==> src/rtl/serial_checking_sink.sv <==
// Local-port serial sink: deserialises start-bit framed flits, checks packet framing and
// destination, keeps saturating counters and drives LFSR backpressure. Option: SINK_SEQ_CHECK_EN.
module serial_checking_sink #(
  parameter int ID        = 0,
  parameter int HOSP      = 255,
  parameter int FLIT_W    = 16,
  parameter int NUM_NODES = 9
) (
  input  logic        clk,
  input  logic        reset,
  output logic        busy,
  input  logic        data,
  output logic [19:0] pkt_count,
  output logic [19:0] flit_count,
  output logic [15:0] err_count,
  output logic        pkt_done,
  output logic [3:0]  pkt_src,
  output logic [7:0]  pkt_len,
  output logic [15:0] seq_err_count
);

  typedef enum logic [1:0] {S_IDLE, S_SHIFT, S_CHECK} state_t;

  localparam logic [7:0] LFSR_RAW  = {4'b0000, 4'(ID)} ^ 8'hA5;
  localparam logic [7:0] LFSR_SEED = (LFSR_RAW == 8'h00) ? 8'h01 : LFSR_RAW;
  localparam logic [7:0] HOSP_B    = 8'(HOSP);
  localparam bit         HOSP_ZERO = (HOSP == 0);
  localparam int         CNT_W     = $clog2(FLIT_W);
  localparam logic [CNT_W-1:0] LAST_BIT = CNT_W'(FLIT_W - 1);
  localparam logic [3:0] MY_ID     = 4'(ID);

  state_t              r_state, w_state_next;
  logic [7:0]          r_lfsr;
  logic                r_busy, w_busy_next;
  logic [CNT_W-1:0]    r_bitcnt;
  logic [FLIT_W-2:0]   r_shift;
  logic                r_in_pkt;
  logic [7:0]          r_len;
  logic [3:0]          r_cur_src;
  logic [19:0]         r_pkt_count, r_flit_count;
  logic [15:0]         r_err_count;
  logic                r_pkt_done;
  logic [3:0]          r_pkt_src;
  logic [7:0]          r_pkt_len;
  logic                w_last_bit;

  // The flit is decoded on the edge that samples its last bit, so results are visible in CHECK.
  logic [FLIT_W-1:0]   w_flit;
  logic [1:0]          w_type;
  logic [3:0]          w_dest, w_src;
  logic [5:0]          w_seq;
  logic                w_src_ok, w_good_head, w_err;
  logic [7:0]          w_len_inc;

  assign w_flit    = {data, r_shift};
  assign w_type    = w_flit[15:14];
  assign w_dest    = w_flit[13:10];
  assign w_src     = w_flit[9:6];
  assign w_seq     = w_flit[5:0];
  assign w_len_inc = (r_len == 8'hFF) ? r_len : r_len + 8'd1;

`ifdef SINK_SEQ_CHECK_EN
  assign w_src_ok = ({1'b0, w_src} < 5'(NUM_NODES));
`else
  assign w_src_ok = 1'b1;
`endif

  assign w_good_head = (w_type == 2'b01) && (w_dest == MY_ID) && w_src_ok;

  always_comb begin
    w_err = 1'b0;
    case (w_type)
      2'b01:   w_err = r_in_pkt || !w_good_head;
      2'b10,
      2'b11:   w_err = !r_in_pkt;
      default: w_err = 1'b1;
    endcase
  end

  always_ff @(posedge clk or negedge reset) begin
    if (!reset) r_state <= S_IDLE;
    else        r_state <= w_state_next;
  end

  always_comb begin
    w_state_next = r_state;
    w_busy_next  = 1'b1;
    w_last_bit   = 1'b0;
    case (r_state)
      S_IDLE: begin
        w_busy_next = HOSP_ZERO ? 1'b1 : (r_lfsr > HOSP_B);
        if (data) w_state_next = S_SHIFT;
      end
      S_SHIFT: begin
        if (r_bitcnt == LAST_BIT) begin
          w_last_bit   = 1'b1;
          w_state_next = S_CHECK;
        end
      end
      S_CHECK: w_state_next = S_IDLE;
      default: w_state_next = S_IDLE;
    endcase
  end

  always_ff @(posedge clk or negedge reset) begin
    if (!reset) begin
      r_lfsr       <= LFSR_SEED;
      r_busy       <= 1'b1;
      r_bitcnt     <= '0;
      r_shift      <= '0;
      r_in_pkt     <= 1'b0;
      r_len        <= '0;
      r_cur_src    <= '0;
      r_pkt_count  <= '0;
      r_flit_count <= '0;
      r_err_count  <= '0;
      r_pkt_done   <= 1'b0;
      r_pkt_src    <= '0;
      r_pkt_len    <= '0;
    end else begin
      r_lfsr     <= {r_lfsr[6:0], r_lfsr[7] ^ r_lfsr[5] ^ r_lfsr[4] ^ r_lfsr[3]};
      r_busy     <= w_busy_next;
      r_pkt_done <= 1'b0;
      if (r_state == S_IDLE) r_bitcnt <= '0;
      if (r_state == S_SHIFT) begin
        r_shift  <= w_flit[FLIT_W-1:1];
        r_bitcnt <= r_bitcnt + 1'b1;
      end
      if (w_last_bit) begin
        if (r_flit_count != '1) r_flit_count <= r_flit_count + 20'd1;
        if (w_err && (r_err_count != '1)) r_err_count <= r_err_count + 16'd1;
        case (w_type)
          2'b01: begin
            // A head always ends any open packet; only a good one opens a new packet.
            r_in_pkt <= w_good_head;
            if (w_good_head) begin
              r_len     <= 8'd1;
              r_cur_src <= w_src;
            end
          end
          2'b10: if (r_in_pkt) r_len <= w_len_inc;
          2'b11: begin
            if (r_in_pkt) begin
              r_in_pkt   <= 1'b0;
              r_len      <= w_len_inc;
              r_pkt_src  <= r_cur_src;
              r_pkt_len  <= w_len_inc;
              r_pkt_done <= 1'b1;
              if (r_pkt_count != '1) r_pkt_count <= r_pkt_count + 20'd1;
            end
          end
          default: ;
        endcase
      end
    end
  end

`ifdef SINK_SEQ_CHECK_EN
  logic [5:0]           r_exp_seq [NUM_NODES];
  logic [NUM_NODES-1:0] r_seq_valid;
  logic [15:0]          r_seq_err_count;

  always_ff @(posedge clk or negedge reset) begin
    if (!reset) begin
      for (int i = 0; i < NUM_NODES; i++) r_exp_seq[i] <= '0;
      r_seq_valid     <= '0;
      r_seq_err_count <= '0;
    end else if (w_last_bit && w_good_head) begin
      if (r_seq_valid[w_src] && (w_seq != r_exp_seq[w_src]) && (r_seq_err_count != '1))
        r_seq_err_count <= r_seq_err_count + 16'd1;
      r_exp_seq[w_src]   <= w_seq + 6'd1;
      r_seq_valid[w_src] <= 1'b1;
    end
  end

  assign seq_err_count = r_seq_err_count;
`else
  logic w_seq_unused;
  assign w_seq_unused  = ^{w_seq, 5'(NUM_NODES)};
  assign seq_err_count = 16'd0;
`endif

  assign busy       = r_busy;
  assign pkt_count  = r_pkt_count;
  assign flit_count = r_flit_count;
  assign err_count  = r_err_count;
  assign pkt_done   = r_pkt_done;
  assign pkt_src    = r_pkt_src;
  assign pkt_len    = r_pkt_len;

endmodule

==> config.mk <==
export PLATFORM = sky130hd
export DESIGN_NAME = serial_checking_sink
export DESIGN_NICKNAME = d
export VERILOG_FILES = /design/src/rtl/serial_checking_sink.sv
export SDC_FILE = /design/constraint.sdc
export NUM_CORES = 1
export LEC_CHECK = 0
export BUFFER_PORTS_ARGS = -buffer_cell sky130_fd_sc_hd__buf_2
export CAP_MARGIN = 20
export CORE_UTILIZATION = 52
export CTS_BUF_LIST = sky130_fd_sc_hd__clkbuf_4
export CTS_CLUSTER_SIZE = 40
export DETAILED_ROUTE_END_ITERATION = 8
export HOLD_SLACK_MARGIN = 0.08
export PLACE_DENSITY_LB_ADDON = 0.3
export RECOVER_POWER = 25
export SLEW_MARGIN = 20
export SYNTH_ARGS = -nofsm -noshare
export SYNTH_HDL_FRONTEND = slang
export SYNTH_SLANG_ARGS = --single-unit
==> constraint.sdc <==
create_clock -name clk -period 1.6 [get_ports clk]
set_input_delay 0.08 -clock clk [delete_from_list [all_inputs] [get_ports clk]]
set_output_delay 0.08 -clock clk [all_outputs]
set_load 0.01 [all_outputs]
## After elaboration in Yosys (flattened, before gate mapping)

Index checks and enable logic that the tools add are counted.
W data, S select, Z words.

| storage, ports and cells | value |
|---|---|
| flip-flop bits (word level) | 112 |
| latch bits | 0 |
| bits in writable memories | 0 |
| memory bits (read-only) | 0 |
| word-level logic and storage cells | 72 |
| memories | 0 |

| operators by class | value |
|---|---|
| add/subtract/negate cells | 5 |
| $mul | 0 |
| divide/modulo/power cells | 0 |
| order comparisons | 1 |
| eq/ne operators | 13 |
| shifts and indexed selects | 0 |
| mux-type cells | 17 |
| bitwise logic cells | 3 |
| reductions and logical operators | 19 |

Operators by type and width:

| operator | count |
|---|---|
| $add A20 B1 Y20 const B | 2 |
| $ne A20 B20 Y1 const B | 2 |
| $mux W8 | 3 |
| $add A16 B1 Y16 const B | 1 |
| $ne A16 B16 Y1 const B | 1 |
| $pmux W8 S2 | 1 |
| $add A8 B1 Y8 const B | 1 |
| $eq A8 B8 Y1 const B | 1 |
| $gt A8 B8 Y1 const B | 1 |
| $mux W4 | 2 |
| $reduce_and A2 Y1 | 4 |
| $reduce_and A4 Y1 | 2 |
| $mux W1 | 6 |
| $ne A2 B2 Y1 const B | 3 |
| $reduce_and A3 Y1 | 2 |
| $reduce_bool A2 Y1 | 3 |
| $add A4 B1 Y4 const B | 1 |
| $eq A2 B1 Y1 const B | 2 |
| $eq A2 B2 Y1 const B | 2 |
| $eq A4 B4 Y1 const B | 1 |
| $logic_not A4 Y1 | 1 |
| $mux W2 | 2 |
| $pmux W1 S2 | 2 |
| $pmux W2 S2 | 1 |
| other kinds (7) | 11 |

## Longest topological paths before layout

| logic depth | value |
|---|---|
| depth after elaboration | 7 |
| gate-level depth with buffers | 9 |
| mapped depth without buffers | 8 |

## Worst setup path after synthesis

OpenSTA, ideal clock, no wires.

| path | value |
|---|---|
| path type | register to register |
| from | register r_pkt_count[0], in the netlist pkt_count[0] |
| to | register r_pkt_count[19], in the netlist pkt_count[19] |
| arrival time | 1672 ps |
| data required time | 1474 ps |
| setup slack | -198 ps |
| cell stages (with the launch flop) | 7 |
| path through | dfrtp_1 ha_1 nand3_1 nor3_1 a2111oi_4 nand4_1 xnor2_1 |

| between the ends | value |
|---|---|
| cells in the longest elaborated chain, start to end | 2 |
| elaborated cells between the ends (all ways) | 3 |
| classes of those cells | add/sub: 1; eq/ne: 1; reduce/logical: 1 |

Ends and longest elaborated chain:

| what | RTL line | text |
|---|---|---|
| from (decl) | 40 | `logic [19:0] r_pkt_count, r_flit_count;` |
| from (signal assigned) | 149 | `if (r_pkt_count != '1) r_pkt_count <= r_pkt_count + 20'd1;` |
| parallel branches: the longest is 2 deep, another holds $add A20 B1 Y20 | n/a |  |

Parallel ways; which one is timed is not known.
A chain may end at the register's enable or synchronous reset.

## Worst setup path after layout

| path | value |
|---|---|
| from | register r_bitcnt[1] |
| to | register r_err_count[7], in the netlist err_count[7] |

| between the ends | value |
|---|---|
| cells in the longest elaborated chain, start to end | 4 |

Ends and longest elaborated chain:

| what | RTL line | text |
|---|---|---|
| from (decl) | 35 | `logic [CNT_W-1:0] r_bitcnt;` |
| from (signal assigned) | 127 | `r_bitcnt <= r_bitcnt + 1'b1;` |
| $eq A4 B4 Y1 | 95 | `if (r_bitcnt == LAST_BIT) begin` |
| $mux W1 | 95 |  |
| $mux W1 | 89 | `case (r_state)` |
| $reduce_and A2 Y1 (no line) | n/a |  |
| to (signal assigned) | 131 | `if (w_err && (r_err_count != '1)) r_err_count <= r_err_count + 16'd1;` |
| to (decl) | 41 | `logic [15:0] r_err_count;` |

No other way between the ends.

==> summary.log <==
INFO  drt            overall_via_count_from_detail_route=3,933
INFO  timing         slew-limit-headroom=0.4884
INFO  drt            drtPass1Iterations=4
INFO  floorplan      die_area=9253um^2
INFO  job            max_cap_viol=0
INFO  clocking       clk_pin_slew_worst_setup_hold_paths=160ps
INFO  timing         drv_slew=0
INFO  global_routing grt_antenna_before_repair=0
INFO  timing         clock.fmax=0.5447GHz
INFO  drt            highest-signal-layer=met4
INFO  cells_and_area finish.net_count=639
INFO  setup_path     endpoint_kind=flop
INFO  synthesis      synth.distinct_cells=61
INFO  drt            detail_route.wl_per_cell=15.43um
INFO  setup_path     critical_path_buf_inv_count=2
INFO  power_and_ir_drop powerDensity=1004nW/um^2
INFO  synthesis      asyncSetResetFlopFracSynth=1.000
INFO  drt            drc_errors=0
INFO  drt            ant_nets=0
INFO  placed_design  gp_congestion=0.8399
INFO  synthesis      yosys_most_used_dff=dfrtp_1
INFO  power_and_ir_drop switching_share=0.3185
INFO  timing         layout_worst_path_cycle_share=1.147
INFO  setup_path     timing.critical_path.arrival=2210ps
INFO  clocking       numClockSinks=98
INFO  cells_and_area post_layout_utilization_of_the_core=0.7838
INFO  synthesis      synthesis.area=4613um^2
INFO  cells_and_area post_route_cells_drive_above_1_share=0.4733
INFO  synthesis      post_synth.cell_area_avg=10.73um^2
INFO  global_routing grt_start_max_net_pins=40
INFO  setup_path     critical_path.max_stage_delay=380ps
INFO  cells_and_area final_cells=741
INFO  drt            avgViaCountPerCell=5.308
INFO  synthesis      syn-instance-count=430
INFO  status         violations=setup timing
INFO  drt            totalWireLength=11.43mm
INFO  clocking       clock-root-buffer=clkbuf_4
INFO  power_and_ir_drop comb_pwr_share=0.291
INFO  setup_path     critical_path.slowest_cell=dfrtp_1
INFO  drt            routedLengthMet1=4.884mm
INFO  placed_design  hpwlAfterDp=7.330mm
INFO  floorplan      fp.coreArea=8382um^2
INFO  synthesis      synth-seq-area-share=0.5319
INFO  global_routing grt_overflow_total=0
INFO  timing         hold_viol=0
INFO  clocking       clockBufferDepth=2
INFO  floorplan      die-width=96.19um
INFO  setup_path     timing.critical_path.from=r_bitcnt[1]
INFO  cells_and_area final.fill_count=528
INFO  timing         setup_repair_after_global_routing_missed_its_margin=yes
INFO  power_and_ir_drop vdd_ir_drop_max=539.6uV
INFO  power_and_ir_drop report.power.total=6.600mW
INFO  clocking       clock_latency_reported_for_the_late_side_of_the_worst_skew_pair=470ps
INFO  power_and_ir_drop clock_power_share=0.230
INFO  drt            met3_wirelength=422um
INFO  synthesis      synth_enable_flop_cells=0
INFO  timing         finalWorstSetupSlack=-236.0ps
INFO  floorplan      ios=89
INFO  timing         skew=23.29ps
INFO  floorplan      vert_die_dim=96.19um
INFO  setup_path     startpoint_type=flop
INFO  drt            met2RoutedLength=5.933mm
INFO  cells_and_area multi_input_area=2412um^2
INFO  global_routing via_count_of_the_first_global_routing_pass=3,817
INFO  floorplan      initial_core_util=0.5504
INFO  drt            drt_iter0_markers=141
INFO  power_and_ir_drop internal_power=4.497mW
INFO  status         status=finished with violations
INFO  global_routing global_route_wire_length_before_repair=17.26mm
INFO  clocking       cts.htree.levels=3
INFO  placed_design  dp_cells=705
INFO  power_and_ir_drop static-leakage-power=3.389nW
INFO  global_routing grt_usage=0.2428
INFO  cells_and_area syn2layout_area_growth=42.42%
INFO  floorplan      number_of_cell_rows=33
INFO  clocking       cts-buffers-inserted=9
INFO  setup_path     crit_chain=ha_2 > and3_4 > nand2_4 > clkinv_4 > o211ai_4 > a31oi_4 > buf_6 > nand4_1 > xnor2_1
INFO  hold_path      min_path_type=input port to asynchronous set/reset pin
INFO  cells_and_area ff_latch_area=2461um^2
INFO  synthesis      ys_seq_elements=98
INFO  timing         setup_viol=61
INFO  power_and_ir_drop pwr-share-seq=0.479
INFO  synthesis      synth_warnings=0
INFO  setup_path     worstSetupPathType=flop to flop
INFO  timing         period_minus_slack=1836ps
INFO  setup_path     critical_path.top_delay_family=simple AND/OR/NAND/NOR gates
INFO  setup_path     critical_path_required=1970ps
INFO  cells_and_area antenna_diodes=0
INFO  timing         measured_slew_at_the_worst_slew_check_pin=767.4ps
INFO  power_and_ir_drop power.switching=2.102mW
INFO  placed_design  portBuffers=72
INFO  setup_path     timing.critical_path.fanout_max=6
INFO  setup_path     r2r-start=r_bitcnt[1]
INFO  clocking       tritoncts=built
==> routing by layer <==
layer / up-vias / global-route usage
li1: 1870 / -
met1: 1931 / 0.3048
met2: 116 / 0.4238
met3: 16 / 0.03870
met4: 0 / 0.08333
met5: - / 0
==> cell usage in the layout (no fill, tap or decap), drive strengths merged, types with 3 or more instances in the layout <==
cell	count
a22o	4
xor2	13
buf	193
mux2i	4
and4	3
nand4	14
nor4	3
and3	17
ha	5
nand2	85
nor2	15
a31oi	6
dfrtp	97
o21ai	15
a21oi	7
nand3	30
inv	4
xnor2	36
conb	16
clkbuf	15
nor3	10
and2	4
mux2	7
==> logic make-up (layout without fill, tap and decap cells) <==
family,count (synthesis),in the layout,synth area share
and+or+nand+nor,191,191,0.2148
xor gates and xnor gates,49,49,0.09303
buffers and inverters,29,220,0.04258
other,1,16,0.0008129
adders and majority gates,5,5,0.01356
muxes,11,11,0.02577
DFF,98,98,0.5319
AOI/OAI and AO/OA,46,46,0.07757
==> Yosys cell counts, types with 3 or more instances <==
cell / n / share of area
ha_1: 5 / 0.014
mux2i_1: 4 / 0.0087
nor3_1: 9 / 0.0098
a31oi_1: 4 / 0.0054
o21ai_0: 15 / 0.016
mux2_2: 6 / 0.015
nand4_1: 13 / 0.018
and3_1: 15 / 0.020
buf_4: 16 / 0.026
xor2_1: 13 / 0.025
nor2_1: 14 / 0.011
nand2_1: 84 / 0.068
and2_1: 3 / 0.0041
a21oi_1: 7 / 0.0076
a22o_1: 4 / 0.0076
dfrtp_1: 97 / 0.53
xnor2_1: 36 / 0.068
inv_1: 3 / 0.0024
clkbuf_1: 3 / 0.0024
nand3_1: 28 / 0.030
==> what timing repair did <==
action / in CTS / in global routing
buffers inserted: 11 / 9
hold buffers: 2 / 0
endpoints found under the setup margin: 65 / 78
resized for setup: 44 / 55
pin swaps: 27 / 45
endpoints found under the hold margin: 99 / 0
==> flip-flops by register name, indices dropped and copies added (netlist names) <==
register and cells:
r_shift 9, pkt_done 1, pkt_count 20, r_state 2, pkt_src 4, err_count 16, pkt_len 8, r_len 8
r_bitcnt 4, r_cur_src 4, busy 1, flit_count 20, r_in_pkt 1
==> stage by stage <==
| stage | instance area, um^2 | hold WS [ps] | setup TNS (ps) | setup WS, ps |
|---|---|---|---|---|
| after floorplan | 4760 | -215.6 | -2249 | -133.4 |
| after global placement | 5866 | 38.79 | -2877 | -138.9 |
| after detailed placement | 5866 | 45.41 | -5659 | -204.7 |
| after CTS | 6286 | 87.19 | -4119 | -156.8 |
| after global routing | 6570 | 272.3 | -12410 | -348.0 |
| final | 6570 | 199.0 | -7028 | -236.0 |
==> path summary, 6_finish.rpt <==
kind	to	slack, ps	cells past startpoint
setup / recovery	err_count[7]	-240	9
hold / removal	r_shift[9]	200	2
setup reg to reg	err_count[7]	-240	9
hold reg to reg	pkt_len[2]	490	2
max in group asynchronous	flit_count[11]	270	3
min in group clk	pkt_len[2]	490	2
==> power by group through the flow <==
| stage | logic, mW | registers, mW | clock network, mW |
|---|---|---|---|
| floorplan | 0.819 | 3.26 | 0 |
| global placement | 1.62 | 3.16 | 0 |
| detailed placement | 1.71 | 3.18 | 0 |
| CTS | 1.80 | 3.15 | 1.51 |
| global route | 2.14 | 3.22 | 1.62 |
| finish | 1.92 | 3.16 | 1.52 |
==> final cells by class <==
| cell class | instances | share of cell area |
|---|---|---|
| inverters | 5 | 0.004761 |
| flip-flops and latches | 98 | 0.3746 |
| well taps | 105 | 0.02000 |
| multi-input cells | 318 | 0.3672 |
| repair buffers | 199 | 0.2089 |
| clock buffers | 11 | 0.01257 |
| clock inverters | 5 | 0.01200 |
Note: power is estimated with default switching activity, not from simulation.
